--- config.mk ---
export PLATFORM = sky130hd
export DESIGN_NAME = tx_frame_control
export DESIGN_NICKNAME = d
export VERILOG_FILES = /design/src/rtl/tx_frame_control.sv
export SDC_FILE = /design/constraint.sdc
export NUM_CORES = 1
export LEC_CHECK = 0
export ABC_CLOCK_PERIOD_IN_PS = 3600
export BUFFER_PORTS_ARGS = -buffer_cell sky130_fd_sc_hd__clkbuf_2
export CORE_MARGIN = 4
export CORE_UTILIZATION = 50
export DETAILED_ROUTE_END_ITERATION = 10
export MAX_ROUTING_LAYER = met4
export PLACE_DENSITY = 0.66
export SETUP_SLACK_MARGIN = 0.4
export SYNTH_ARGS = -nofsm -noshare
export SYNTH_HDL_FRONTEND = slang
export SYNTH_SLANG_ARGS = --single-unit
--- constraint.sdc ---
create_clock -name i_clk -period 3.6 [get_ports i_clk]
set_clock_uncertainty 0.05 [all_clocks]
set_input_delay 0.72 -clock i_clk [delete_from_list [all_inputs] [get_ports i_clk]]
set_output_delay 0.72 -clock i_clk [all_outputs]
set_load 0.01 [all_outputs]
--- src/rtl/tx_frame_control.sv ---
// tx_frame_control: egress GMII transmit controller for one switch output port.
//   Pops committed frames from a FWFT output queue and transmits them as
//   preamble, SFD, payload, optional zero pad, FCS, then an enforced inter-frame gap.
//   Underruns abort the frame with one tx_er cycle and drain the rest silently.
// Configuration macro: TX_PAD_EN -- when defined, short frames are zero-padded to
//   MIN_FRAME bytes before the FCS; when undefined, the PAD state and MIN_FRAME are absent.
// Ports:
//   i_clk          system clock
//   i_reset_n      asynchronous active-low reset
//   i_fifo_empty   queue empty; i_fifo_data / i_fifo_last valid when 0
//   i_fifo_data    head byte of the queue (DA first, no preamble, no FCS)
//   i_fifo_last    head byte is the last byte of its frame
//   o_fifo_rd_en   pop the head byte this cycle (never while empty)
//   o_gmii_tx_d    registered transmit byte
//   o_gmii_tx_en   registered transmit enable
//   o_gmii_tx_er   registered transmit error (underrun abort)
//   o_tx_busy      high whenever the controller is not idle
//   o_tx_done      pulse on the cycle the last FCS byte is on the line
//   o_tx_underrun  pulse on the cycle the abort error is on the line
module tx_frame_control #(
    parameter int PREAMBLE_LEN = 7,
`ifdef TX_PAD_EN
    parameter int MIN_FRAME    = 60,
`endif
    parameter int IFG_CYCLES   = 12
) (
    input  logic       i_clk,
    input  logic       i_reset_n,
    input  logic       i_fifo_empty,
    input  logic [7:0] i_fifo_data,
    input  logic       i_fifo_last,
    output logic       o_fifo_rd_en,
    output logic [7:0] o_gmii_tx_d,
    output logic       o_gmii_tx_en,
    output logic       o_gmii_tx_er,
    output logic       o_tx_busy,
    output logic       o_tx_done,
    output logic       o_tx_underrun
);
    // Each state names what is being loaded into the output registers this cycle,
    // so the line shows that state's byte one cycle later.
    localparam logic [2:0] S_IDLE  = 3'd0;
    localparam logic [2:0] S_PRE   = 3'd1;
    localparam logic [2:0] S_SFD   = 3'd2;
    localparam logic [2:0] S_DATA  = 3'd3;
    localparam logic [2:0] S_DRAIN = 3'd4;
    localparam logic [2:0] S_FCS   = 3'd5;
    localparam logic [2:0] S_IFG   = 3'd6;
`ifdef TX_PAD_EN
    localparam logic [2:0] S_PAD   = 3'd7;
`endif

    logic [2:0]  r_state;
    logic [15:0] r_cnt;
    logic [31:0] r_crc;
    logic [7:0]  r_tx_d;
    logic        r_tx_en;
    logic        r_tx_er;
    logic        r_done;
    logic        r_underrun;
    logic [7:0]  w_crc_byte;
    logic [31:0] w_crc_nxt;
    logic [31:0] w_fcs;
    logic [7:0]  w_fcs_byte;
`ifdef TX_PAD_EN
    logic [10:0] r_byte_cnt;
    logic [10:0] w_byte_inc;
`endif

    function automatic logic [31:0] crc_next(input logic [31:0] c, input logic [7:0] b);
        logic [31:0] x;
        x = c ^ {24'd0, b};
        for (int i = 0; i < 8; i++)
            x = x[0] ? ((x >> 1) ^ 32'hEDB88320) : (x >> 1);
        return x;
    endfunction

`ifdef TX_PAD_EN
    assign w_crc_byte = (r_state == S_PAD) ? 8'h00 : i_fifo_data;
    // Saturate rather than wrap so overlength frames never look short.
    assign w_byte_inc = (r_byte_cnt == 11'h7FF) ? r_byte_cnt : r_byte_cnt + 11'd1;
`else
    assign w_crc_byte = i_fifo_data;
`endif
    assign w_crc_nxt  = crc_next(r_crc, w_crc_byte);
    assign w_fcs      = ~r_crc;
    // FCS goes out least-significant byte first.
    assign w_fcs_byte = 8'(w_fcs >> {r_cnt[1:0], 3'b000});

    assign o_fifo_rd_en  = ((r_state == S_DATA) || (r_state == S_DRAIN)) && !i_fifo_empty;
    assign o_tx_busy     = r_state != S_IDLE;
    assign o_gmii_tx_d   = r_tx_d;
    assign o_gmii_tx_en  = r_tx_en;
    assign o_gmii_tx_er  = r_tx_er;
    assign o_tx_done     = r_done;
    assign o_tx_underrun = r_underrun;

    always_ff @(posedge i_clk or negedge i_reset_n) begin
        if (!i_reset_n) begin
            r_state    <= S_IDLE;
            r_cnt      <= '0;
            r_crc      <= '1;
            r_tx_d     <= '0;
            r_tx_en    <= 1'b0;
            r_tx_er    <= 1'b0;
            r_done     <= 1'b0;
            r_underrun <= 1'b0;
`ifdef TX_PAD_EN
            r_byte_cnt <= '0;
`endif
        end else begin
            r_tx_er    <= 1'b0;
            r_done     <= 1'b0;
            r_underrun <= 1'b0;
            case (r_state)
                S_IDLE: if (!i_fifo_empty) begin
                    r_tx_en <= 1'b1;
                    r_tx_d  <= 8'h55;
                    r_cnt   <= 16'd1;
                    r_state <= S_PRE;
                end
                S_PRE: begin
                    r_tx_d <= 8'h55;
                    r_cnt  <= r_cnt + 16'd1;
                    if (r_cnt == 16'(PREAMBLE_LEN - 1))
                        r_state <= S_SFD;
                end
                S_SFD: begin
                    r_tx_d  <= 8'hD5;
                    r_crc   <= '1;
`ifdef TX_PAD_EN
                    r_byte_cnt <= '0;
`endif
                    r_state <= S_DATA;
                end
                S_DATA: if (i_fifo_empty) begin
                    // tx_en stays high for this single error cycle.
                    r_tx_d     <= 8'h00;
                    r_tx_er    <= 1'b1;
                    r_underrun <= 1'b1;
                    r_state    <= S_DRAIN;
                end else begin
                    r_tx_d <= i_fifo_data;
                    r_crc  <= w_crc_nxt;
`ifdef TX_PAD_EN
                    r_byte_cnt <= w_byte_inc;
`endif
                    if (i_fifo_last) begin
                        r_cnt <= '0;
`ifdef TX_PAD_EN
                        r_state <= (w_byte_inc < 11'(MIN_FRAME)) ? S_PAD : S_FCS;
`else
                        r_state <= S_FCS;
`endif
                    end
                end
`ifdef TX_PAD_EN
                S_PAD: begin
                    r_tx_d     <= 8'h00;
                    r_crc      <= w_crc_nxt;
                    r_byte_cnt <= w_byte_inc;
                    if (w_byte_inc >= 11'(MIN_FRAME))
                        r_state <= S_FCS;
                end
`endif
                S_DRAIN: begin
                    r_tx_en <= 1'b0;
                    r_tx_d  <= 8'h00;
                    if (!i_fifo_empty && i_fifo_last) begin
                        r_cnt   <= '0;
                        r_state <= S_IFG;
                    end
                end
                S_FCS: begin
                    r_tx_d <= w_fcs_byte;
                    r_cnt  <= r_cnt + 16'd1;
                    if (r_cnt[1:0] == 2'd3) begin
                        r_done  <= 1'b1;
                        r_cnt   <= '0;
                        r_state <= S_IFG;
                    end
                end
                S_IFG: begin
                    r_tx_en <= 1'b0;
                    r_tx_d  <= 8'h00;
                    r_cnt   <= r_cnt + 16'd1;
                    if (r_cnt == 16'(IFG_CYCLES - 1)) begin
                        r_cnt   <= '0;
                        r_state <= S_IDLE;
                    end
                end
                default: r_state <= S_IDLE;
            endcase
        end
    end
endmodule

==> impl_metrics.json <==
{
  "status": "finished, final reports clean",
  "layout_commonest_cell": "nor2_1",
  "ioPinCount": 26,
  "drc_errors": 0,
  "clockBufferDepth": 2,
  "cts_tree": "done",
  "cts_resized": 0,
  "fin_crit_ns": 2.59,
  "ys_ff_latch": 62,
  "cp-start-kind": "register",
  "finalHoldViolCount": 0,
  "netlist_instances": 385,
  "max_slew.worst_pin.slew_ns": 0.847,
  "drv_cap": 0,
  "grt_overflow": 0,
  "core-area_sq_um": 7770,
  "power_mw": 1.42,
  "final_core_util_pct": 56.0,
  "min_period_over_period_pct": 71.8,
  "cp_slowest_cell": "dfrtp_1",
  "cts_setup_buffers": 0,
  "path_class": "register to register",
  "ys_seq_area_share_pct": 39.7,
  "stdcell_area_sq_um": 4350,
  "syn_area_per_cell_sq_um": 10.4,
  "power_density_nw_per_um2": 327,
  "fin_setup_tns_ns": 0,
  "antennaDiodeCount": 0,
  "wl_um": 9010,
  "setup_viol_count_final": 0,
  "vias": 2968,
  "leakage_nw": 1.74,
  "viasPerCell": 5.77,
  "worstPathMaxFanout": 14,
  "cp_slowest_stage_delay_ns": 0.75,
  "initial_utilization_pct": 51.6,
  "async_reset_ff_share_pct": 100,
  "grtUsageTotal_pct": 20.6,
  "maxSlewHeadroom_pct": 43.3,
  "clkTransAtPathRegs_ns": 0.07,
  "insertion_delay_ns": 0.34,
  "synth.distinct_cells": 60,
  "cp_data_arrival_time_ns": 2.76,
  "netlist.area_leader.share_pct": 21.0,
  "path_cells": "ha_1 -> and3b_1 -> nand4_1 -> a21o_1 -> or2_1 -> a221o_1",
  "yosysWarnings": 0,
  "wl_per_cell_um": 17.5,
  "die_w_um": 97.5,
  "path_buf_inv": 0,
  "grt_max_degree": 63,
  "maxClockFrequency_mhz": 387,
  "portBuffers": 25,
  "path_delay_family": "flip-flops",
  "first_pass_iters": 4,
  "min_path_type": "register to register",
  "max-vdd-ir-drop_mv": 0.196,
  "finalNetCount": 422,
  "drive_above_1_share_pct": 25.5,
  "yosys.area.top_type": "dfstp_2",
  "h-tree-depth": 3,
  "dp_hpwl_um": 6240,
  "slew_viol_final": 0,
  "drtIter0Drc": 242,
  "synth-edff-count": 0,
  "mappedNetlistNets": 400,
  "synth_area_leaders": "dfstp_2 21%, dfrtp_1 19%, xnor2_1 7.6%",
  "cp.required_ns": 3.78,
  "die-area_sq_um": 9510,
  "synthFlopType": "dfstp_2",
  "syn_area_sq_um": 4010,
  "cts-root-buf": "clkbuf_8",
  "cts.sinks": 62,
  "grt_pass1_wl_um": 15200,
  "reg2reg_setup_slack_ns": 1.01,
  "grt_pass1_vias": 2892,
  "antenna_found_initial": 0,
  "cts_buffers": 9,
  "dpl_cell_area_sq_um": 4190,
  "endpoint_kind": "register",
  "num_rows": 32,
  "drtAntennaViolNets": 0,
  "rsz0062_at_grt": "false",
  "layout_common_cells": "59 x nor2_1, 49 x a21oi_1, 35 x xnor2_1",
  "cts_hold_buf": 0,
  "place.gp.congestion": 0.880,
  "area_growth_pct": 8.52,
  "dieHeight_um": 97.5
}
==> sequential cells by signal, indices dropped and copies added (netlist names) <==
| name | count |
|---|---|
| o_tx_done | 1 |
| o_gmii_tx_d | 8 |
| r_cnt | 16 |
| o_tx_underrun | 1 |
| o_gmii_tx_en | 1 |
| r_state | 3 |
| r_crc | 32 |
==> through the flow <==
stage | instances | hold slack, ns | setup slack [ns]
2_1_floorplan | 385 | 0.374 | 1.39
3_3_place_gp | 498 | 0.434 | 1.13
3_5_place_dp | 498 | 0.443 | 0.995
4_1_cts | 514 | 0.462 | 0.990
5_1_grt | 514 | 0.483 | 0.772
6_report | 514 | 0.453 | 1.01
==> power by group <==
group,internal [mW],switching [mW]
logic,0.0835,0.105
registers,0.698,0
clock network,0.269,0.265
total,1.05,0.369
==> path summary, 6_finish.rpt <==
check | end | from | cells past startpoint
max | r_cnt[3]$_DFFE_PN0P_ | r_cnt[0]$_DFFE_PN0P_ | 6
min | o_gmii_tx_en$_DFFE_PN0P_ | o_gmii_tx_en$_DFFE_PN0P_ | 2
max reg2reg | r_cnt[3]$_DFFE_PN0P_ | r_cnt[0]$_DFFE_PN0P_ | 6
min reg2reg | o_gmii_tx_en$_DFFE_PN0P_ | o_gmii_tx_en$_DFFE_PN0P_ | 2
max in group asynchronous | o_gmii_tx_d[5]$_DFFE_PN0P_ | i_reset_n | 2
min in group asynchronous | r_cnt[11]$_DFFE_PN0P_ | i_reset_n | 2
==> cell usage after synthesis (2+ instances only) <==
master    count
a211oi_2      4
a21o_1        3
a21oi_1      49
a221o_1       2
a22oi_1       3
a31oi_1       4
a32o_1        2
and2_1        5
and3_1        4
and4_1        2
buf_1         2
buf_2         6
buf_4         2
clkbuf_1      5
clkbuf_8      2
dfrtp_1      30
dfstp_2      32
ha_1          3
inv_1         6
mux2_2        2
mux2i_1       2
mux4_2        7
nand2_1      15
nand3_1       7
nand3b_1      2
nor2_1       59
nor2b_1       4
nor3_1        4
nor3_2        2
nor4_1        4
o211ai_1      3
o21ai_0       7
o32ai_1       4
or2_2         2
xnor2_1      35
xnor2_2       6
xnor2_4       7
xor2_1       25
==> cell type report <==
type | count | area, sq um
Clock buffer | 15 | 156
Clock inverter | 1 | 5.00
Fill cell | 689 | 3420
Inverter | 6 | 22.5
Multi-Input combinational cell | 299 | 2290
Sequential cell | 62 | 1590
Tap cell | 102 | 128
Timing Repair Buffer | 29 | 155
==> cells by family (layout without fill, tap and decap cells) <==
family	count (synthesis)	in the layout	synth area share [%]
buf+inv	24	51	3.31
xor+xnor	76	76	22.0
simple gates	117	117	13.9
compound gates	91	91	14.5
mux	12	12	5.65
fa+ha+maj	3	3	0.936
flops	62	62	39.7
==> tightest hold or removal path, stage by stage, from the launching register on <==
cell and delay (ns):
dfrtp_1 0.35, a21oi_1 0.04, nor2_1 0.07
==> per-layer routing <==
layer,vias to the layer above,part of all wire (%),GRT usage [%]
met5,-,0,-
met4,0,1.5,7.45
met3,11,5.5,3.30
met2,92,44,28.9
met1,1464,49,30.0
li1,1401,-,-
Note: power is estimated with default switching activity, not from simulation.
